`config.mk`:
```
export PLATFORM = sky130hd
export DESIGN_NAME = cache_direct_mapped_flat
export DESIGN_NICKNAME = d
export VERILOG_FILES = /design/src/rtl/cache_pkg.sv /design/src/rtl/cache_direct_mapped_if.sv /design/src/rtl/cache_word_select.sv /design/src/rtl/cache_direct_mapped.sv /design/src/flat_wrapper.sv
export SDC_FILE = /design/constraint.sdc
export NUM_CORES = 2
export LEC_CHECK = 0
export CELL_PAD_IN_SITES_DETAIL_PLACEMENT = 0
export CELL_PAD_IN_SITES_GLOBAL_PLACEMENT = 2
export CORE_UTILIZATION = 50
export CTS_CLUSTER_DIAMETER = 100
export DETAILED_ROUTE_END_ITERATION = 12
export PLACE_DENSITY = 0.88
export REMOVE_ABC_BUFFERS = 1
export SETUP_SLACK_MARGIN = 0.1
export SYNTH_ARGS = -nofsm -noshare
export SYNTH_HDL_FRONTEND = slang
export SYNTH_HIERARCHICAL = 1
export SYNTH_SLANG_ARGS = --single-unit
export TNS_END_PERCENT = 1
```
`constraint.sdc`:
```
create_clock -name clk -period 10.25 [get_ports clk]
set_input_delay 2.5625 -clock clk [delete_from_list [all_inputs] [get_ports clk]]
set_output_delay 2.5625 -clock clk [all_outputs]
set_load 0.02 [all_outputs]
```
`src/rtl/cache_pkg.sv`:
```
// Shared types and constants for the direct-mapped cache.
package cache_pkg;

    localparam int LINE_W         = 128;
    localparam int WORD_W         = 32;
    localparam int ADDR_W         = 32;
    localparam int OFFSET_W       = 4;
    localparam int WORDS_PER_LINE = LINE_W / WORD_W;

    typedef logic [LINE_W-1:0] line_t;
    typedef logic [WORD_W-1:0] word_t;

    // Byte address split. The tag/index boundary depends on the line count,
    // so both live together in tag_index and the top level slices them.
    typedef struct packed {
        logic [ADDR_W-OFFSET_W-1:0] tag_index;
        logic [1:0]                 word;
        logic [1:0]                 byte_off;
    } addr_fields_t;

endpackage

```
`src/rtl/cache_direct_mapped_if.sv`:
```
// CPU/memory-side bus of the cache. With CACHE_STATS_EN defined the bus
// also carries the hit/miss counters.
interface cache_direct_mapped_if;
    import cache_pkg::*;

    logic [ADDR_W-1:0] address;
    line_t             inData;
    word_t             out;
    logic              hit;
`ifdef CACHE_STATS_EN
    logic [31:0]       hit_count;
    logic [31:0]       miss_count;

    modport master (output address, inData, input out, hit, hit_count, miss_count);
    modport slave  (input address, inData, output out, hit, hit_count, miss_count);
`else
    modport master (output address, inData, input out, hit);
    modport slave  (input address, inData, output out, hit);
`endif

endinterface

```
`src/rtl/cache_word_select.sv`:
```
// Picks one 32-bit word out of a 128-bit line; word 0 sits in the LSBs.
module cache_word_select
    import cache_pkg::*;
(
    input  line_t      line_i,
    input  logic [1:0] word_i,
    output word_t      word_o
);

    // 4:1 word multiplexer
    always_comb begin
        // NOTE: a default before the case keeps every path assigned, so no latch is inferred.
        word_o = line_i[WORD_W-1:0];
        case (word_i)
            2'd1:    word_o = line_i[2*WORD_W-1:WORD_W];
            2'd2:    word_o = line_i[3*WORD_W-1:2*WORD_W];
            2'd3:    word_o = line_i[4*WORD_W-1:3*WORD_W];
            default: word_o = line_i[WORD_W-1:0];
        endcase
    end

endmodule

```
`src/rtl/cache_direct_mapped.sv`:
```
// Direct-mapped, read-allocate cache with 128-bit lines. Hit/miss and the
// selected word are combinational; a miss forwards the memory line and
// writes it into the indexed slot at the next rising edge.
// Optional: define CACHE_STATS_EN to add hit_count/miss_count counters.
module cache_direct_mapped
    import cache_pkg::*;
#(
    parameter int NUM_LINES = 16
) (
    input  logic                  clk,
    input  logic                  rst_n,
    cache_direct_mapped_if.slave  bus
);

    localparam int INDEX_W = $clog2(NUM_LINES);
    localparam int TAG_W   = ADDR_W - OFFSET_W - INDEX_W;

    addr_fields_t       addr;
    logic [INDEX_W-1:0] index;
    logic [TAG_W-1:0]   tag;
    logic               unused_byte_off;

    assign addr            = bus.address;
    assign index           = addr.tag_index[INDEX_W-1:0];
    assign tag             = addr.tag_index[ADDR_W-OFFSET_W-1:INDEX_W];
    assign unused_byte_off = ^addr.byte_off;

    logic [NUM_LINES-1:0] valid_q, valid_d;
    logic [TAG_W-1:0]     tag_q  [NUM_LINES];
    line_t                data_q [NUM_LINES];

    logic  hit;
    word_t stored_word, fill_word;

    assign hit = valid_q[index] && (tag_q[index] == tag);

    cache_word_select u_sel_stored (
        .line_i (data_q[index]),
        .word_i (addr.word),
        .word_o (stored_word)
    );

    cache_word_select u_sel_fill (
        .line_i (bus.inData),
        .word_i (addr.word),
        .word_o (fill_word)
    );

    assign bus.hit = hit;
    assign bus.out = hit ? stored_word : fill_word;

    // Next valid vector: a miss allocates the indexed line
    always_comb begin
        valid_d = valid_q;
        if (!hit) begin
            valid_d[index] = 1'b1;
        end
    end

    // Valid bits: cleared asynchronously so every line misses after reset
    always_ff @(posedge clk or negedge rst_n) begin
        if (!rst_n) begin
            valid_q <= '0;
        end else begin
            // NOTE: sequential state uses non-blocking assignments so all flops sample the same pre-edge values.
            valid_q <= valid_d;
        end
    end

    // Tag/data arrays: written on a miss, held otherwise
    // NOTE: the arrays have no reset; the cleared valid bits make their contents irrelevant.
    always_ff @(posedge clk) begin
        if (rst_n && !hit) begin
            tag_q[index]  <= tag;
            data_q[index] <= bus.inData;
        end
    end

`ifdef CACHE_STATS_EN
    logic [31:0] hit_count_q, hit_count_d;
    logic [31:0] miss_count_q, miss_count_d;

    // Exactly one counter advances per cycle, wrapping modulo 2^32
    always_comb begin
        hit_count_d  = hit_count_q;
        miss_count_d = miss_count_q;
        if (hit) begin
            hit_count_d = hit_count_q + 32'd1;
        end else begin
            miss_count_d = miss_count_q + 32'd1;
        end
    end

    // Counter registers
    always_ff @(posedge clk or negedge rst_n) begin
        if (!rst_n) begin
            hit_count_q  <= '0;
            miss_count_q <= '0;
        end else begin
            hit_count_q  <= hit_count_d;
            miss_count_q <= miss_count_d;
        end
    end

    assign bus.hit_count  = hit_count_q;
    assign bus.miss_count = miss_count_q;
`endif

endmodule

```
`src/flat_wrapper.sv`:
```
// flat-port wrapper written by rule: the top's interface ports become plain ports
module cache_direct_mapped_flat import cache_pkg::*;
#(
    parameter int NUM_LINES = 16
)
  (clk, rst_n, bus_address, bus_inData, bus_out, bus_hit);
  cache_direct_mapped_if bus_i ();
  input  logic clk;
  input  logic rst_n;
  input wire logic [$bits(bus_i.address)-1:0] bus_address;
  input wire logic [$bits(bus_i.inData)-1:0] bus_inData;
  output wire logic [$bits(bus_i.out)-1:0] bus_out;
  output wire logic [$bits(bus_i.hit)-1:0] bus_hit;
  assign bus_i.address = bus_address;
  assign bus_i.inData = bus_inData;
  assign bus_out = bus_i.out;
  assign bus_hit = bus_i.hit;
  cache_direct_mapped #(.NUM_LINES(NUM_LINES)) u_core (.clk(clk), .rst_n(rst_n), .bus(bus_i));
endmodule
```
==> results_dict.tcl <==
set metrics [dict create \
    grt_antenna_before_repair 40 \
    required_ns 7.69 \
    slew_at_the_pin_closest_to_its_max_slew_limit_ns 1.20 \
    grt_start_max_net_pins 95 \
    fillers 13000 \
    layout_min_cycle_time_ns 9.72 \
    synth_async_sr_flop_share 0.00654 \
    count_of_vias_placed_by_the_detailed_router 42000 \
    layout_worst_path_cycle_share 0.948 \
    ant_nets 0 \
    yosys_warnings 6 \
    largest_stage_delay_on_the_critical_path_ns 0.98 \
    crit_type "input port to output port" \
    vias_per_cell 6.26 \
    via_count_of_the_first_global_routing_pass 43500 \
    synth_seq_area_share 0.777 \
    synth_flop_type "sky130_fd_sc_hd__edfxtp_1" \
    setup_viol_count_final 0 \
    final_report_max_slew_violation_count 0 \
    postSynthRegisterBits 2448 \
    drt_wl_total_mm 207 \
    drive_above_1_share 0.304 \
    number_of_instances_in_the_synthesized_netlist 3694 \
    layout_common_cells "sky130_fd_sc_hd__edfxtp_1, sky130_fd_sc_hd__mux4_2, sky130_fd_sc_hd__clkbuf_16" \
    power_switching_uw 4130 \
    critical_path_buf_inv_count 4 \
    max_cap_viol_count 0 \
    layout.cells.most_common "sky130_fd_sc_hd__edfxtp_1" \
    core_um2 188000 \
    cell_with_the_biggest_individual_delay_on_the_critical_path "sky130_fd_sc_hd__nor4_1" \
    seq_cell_area_um2 73400 \
    timing.critical_path.from_type "input port" \
    seq_power_share 0.551 \
    critical-path-top-delay-family "simple AND/OR/NAND/NOR gates" \
    worst_ir_drop_vdd_v 0.000167 \
    clock-root-buffer "sky130_fd_sc_hd__clkbuf_16" \
    max_freq_ghz 0.103 \
    die_w_um 437 \
    num-nets-final 4169 \
    globalRouteTotalUtil 0.220 \
    top_level_ports 195 \
    clockPowerShare 0.393 \
    post-layout-total-power_uw 20500 \
    timing.slew.headroom 0.203 \
    fin_hold_ws_ns 0.470 \
    worst_setup_hold_path_clk_slew_ns 0.06 \
    cts_hold_repair.buffers 0 \
    multiInputGateArea_um2 20100 \
    floorplan.rows 159 \
    pleak_uw 0.0330 \
    numPortBuffers 192 \
    number_of_violations_reported_at_the_end_of_detailed_routing_iteration_0 4669 \
    critical_path_peak_fanout 46 \
    cts_max_level 4 \
    grt_pass1_wl_mm 302 \
    syn-cell-area_um2 94500 \
    outcome "complete, but fails checks" \
    globalRoute.totalOverflow 0 \
    drt-wirelength-per-cell_um 30.9 \
    cts_setup_buffers 0 \
    dp.cells 6282 \
    violated_checks "design-rule violations" \
    grt_setup_unrepaired "no" \
    clock_latency_of_the_later_clocked_register_in_the_worst_skew_pair_ns 0.84 \
    max-clock-path-buffers 3 \
    starting_utilization_of_the_core_area 0.503 \
    report.final.hold_viol_count 0 \
    cellPowerDensity_nw_per_um2 191 \
    cts_tree "built" \
    netSwitchingFraction 0.202 \
    areaGrowthSynthToFinish_pct 13.2 \
    weighted_congestion_reported_at_the_end_of_routability_driven_placement 0.726 \
    numCtsBuffers 218 \
    number_of_synthesized_flops_with_an_enable_pin 2432 \
    critical_path.cell_chain "buf_8 -> buf_12 -> mux4_2 -> mux2i_1 -> mux2i_1 -> xnor2_1 -> nand2_1 -> nor4_2 -> nand2_1 -> nor4_1 -> buf_4 -> clkdlybuf4s50_1" \
    synth_cell_types 59 \
    number_of_remaining_drc_errors 42 \
    finalSetupTns_ns 0 \
    clock_sinks 2448 \
    critPathCaptureType "output port" \
    power.internal_uw 16300 \
    postCtsResizedCells 0 \
    hold_path.class "register to register" \
    fin_skew_ns 0.0225 \
    fin_cells 6702 \
    hpwl_mm 101 \
    chipHeight_um 437 \
    power_frac_comb 0.057 \
    worst_ep_arrival_time_ns 7.15 \
    first_pass_iters 9 \
    dieArea_um2 191000 \
    syn_avg_cell_area_um2 25.6 \
]
[logic make-up after synthesis]
kind of cell,Yosys count,synth area share
AOI/OAI and AO/OA,79,0.00658
xor gates and xnor gates,24,0.00222
buffers and inverters,209,0.0111
DFF,2448,0.777
muxes,869,0.199
and+or+nand+nor,65,0.00434
[path summary, 6_finish.rpt]
path	from	endpoint	slack, ns	cells after the start
max	bus_address[4]	bus_hit	0.53	12
min	u_core/valid_q[12]	u_core/valid_q[12]	0.47	1
max reg2reg	u_core/tag_q[0][22]	u_core/data_q[6][103]	5.71	9
min reg2reg	u_core/valid_q[12]	u_core/valid_q[12]	0.47	1
max in group asynchronous	rst_n	u_core/valid_q[13]	7.86	2
min in group asynchronous	rst_n	u_core/valid_q[3]	2.12	2
[routing by layer]
layer,vias to the layer above,track usage,part of all wire
met5,-,0,0.0010
met4,34,0.0611,0.022
met3,344,0.0441,0.081
met2,1842,0.359,0.51
met1,22800,0.304,0.39
li1,16900,-,-
[power groups by stage]
stage          clock network [uW]  registers (uW)  logic (uW)
4_1_cts                      8170           11300        1180
5_1_grt                      8520           11300        1230
2_1_floorplan                   0           11500         579
3_3_place_gp                    0           11500        1150
6_report                     8040           11300        1160
3_5_place_dp                    0           11500        1170
[worst register-to-register path, delay by kind of cell, from the launching register on]
kind	cells	cell delay, ns
simple gates	4	1.73
mux	2	0.94
buf+inv	2	0.93
flops	1	0.38
xor+xnor	1	0.16
[sequential cells by signal, indices dropped and copies added (netlist names)]
register / flops
u_core/data_q: 2048
u_core/tag_q: 384
u_core/valid_q: 16
[stage by stage]
| step | util | setup WS (ns) | area [um2] |
|---|---|---|---|
| floorplan | - | 0.375 | 93500 |
| global placement | 0.532 | 0.586 | 99900 |
| detailed placement | 0.532 | 0.578 | 99900 |
| CTS | 0.569 | 0.572 | 107000 |
| global route | 0.569 | 0.406 | 107000 |
| finish | 0.569 | 0.534 | 107000 |
[final cells by class]
type | instances | share of cell area
sequential | 2448 | 0.687
multi-input combinational | 1037 | 0.188
clock inverter | 136 | 0.0117
inverter | 7 | 0.000246
tap | 2495 | 0.0292
clock buffer | 263 | 0.0540
antenna | 21 | 0.000491
timing repair buffer | 295 | 0.0301
[cells in the mapped netlist (2+ instances only)]
master,instances,area share
sky130_fd_sc_hd__a211oi_1,4,0.00032
sky130_fd_sc_hd__a21oi_1,3,0.00016
sky130_fd_sc_hd__a221oi_1,6,0.00056
sky130_fd_sc_hd__a221oi_2,2,0.00032
sky130_fd_sc_hd__a22o_1,7,0.00065
sky130_fd_sc_hd__a22oi_1,12,0.00095
sky130_fd_sc_hd__a31o_1,2,0.00019
sky130_fd_sc_hd__a31o_2,14,0.0013
sky130_fd_sc_hd__a31oi_1,3,0.00020
sky130_fd_sc_hd__and4_1,16,0.0015
sky130_fd_sc_hd__buf_1,32,0.0013
sky130_fd_sc_hd__buf_12,6,0.0013
sky130_fd_sc_hd__buf_2,56,0.0030
sky130_fd_sc_hd__buf_4,7,0.00056
sky130_fd_sc_hd__buf_6,9,0.0011
sky130_fd_sc_hd__clkbuf_1,92,0.0037
sky130_fd_sc_hd__dfrtp_1,16,0.0042
sky130_fd_sc_hd__edfxtp_1,2432,0.77
sky130_fd_sc_hd__inv_1,6,0.00024
sky130_fd_sc_hd__mux2_2,5,0.00060
sky130_fd_sc_hd__mux2_4,28,0.0044
sky130_fd_sc_hd__mux2i_1,44,0.0047
sky130_fd_sc_hd__mux4_1,4,0.0011
sky130_fd_sc_hd__mux4_2,788,0.19
sky130_fd_sc_hd__nand2_1,11,0.00044
sky130_fd_sc_hd__nand2b_1,2,0.00013
sky130_fd_sc_hd__nand3_1,2,0.00011
sky130_fd_sc_hd__nand4b_1,2,0.00019
sky130_fd_sc_hd__nor2_1,9,0.00036
sky130_fd_sc_hd__nor2b_1,5,0.00033
sky130_fd_sc_hd__nor3_1,6,0.00032
sky130_fd_sc_hd__o211ai_1,2,0.00016
sky130_fd_sc_hd__o21ai_0,5,0.00026
sky130_fd_sc_hd__o22ai_1,9,0.00060
sky130_fd_sc_hd__xnor2_1,16,0.0015
sky130_fd_sc_hd__xor2_1,8,0.00074
Note: power is estimated with default switching activity, not from simulation.
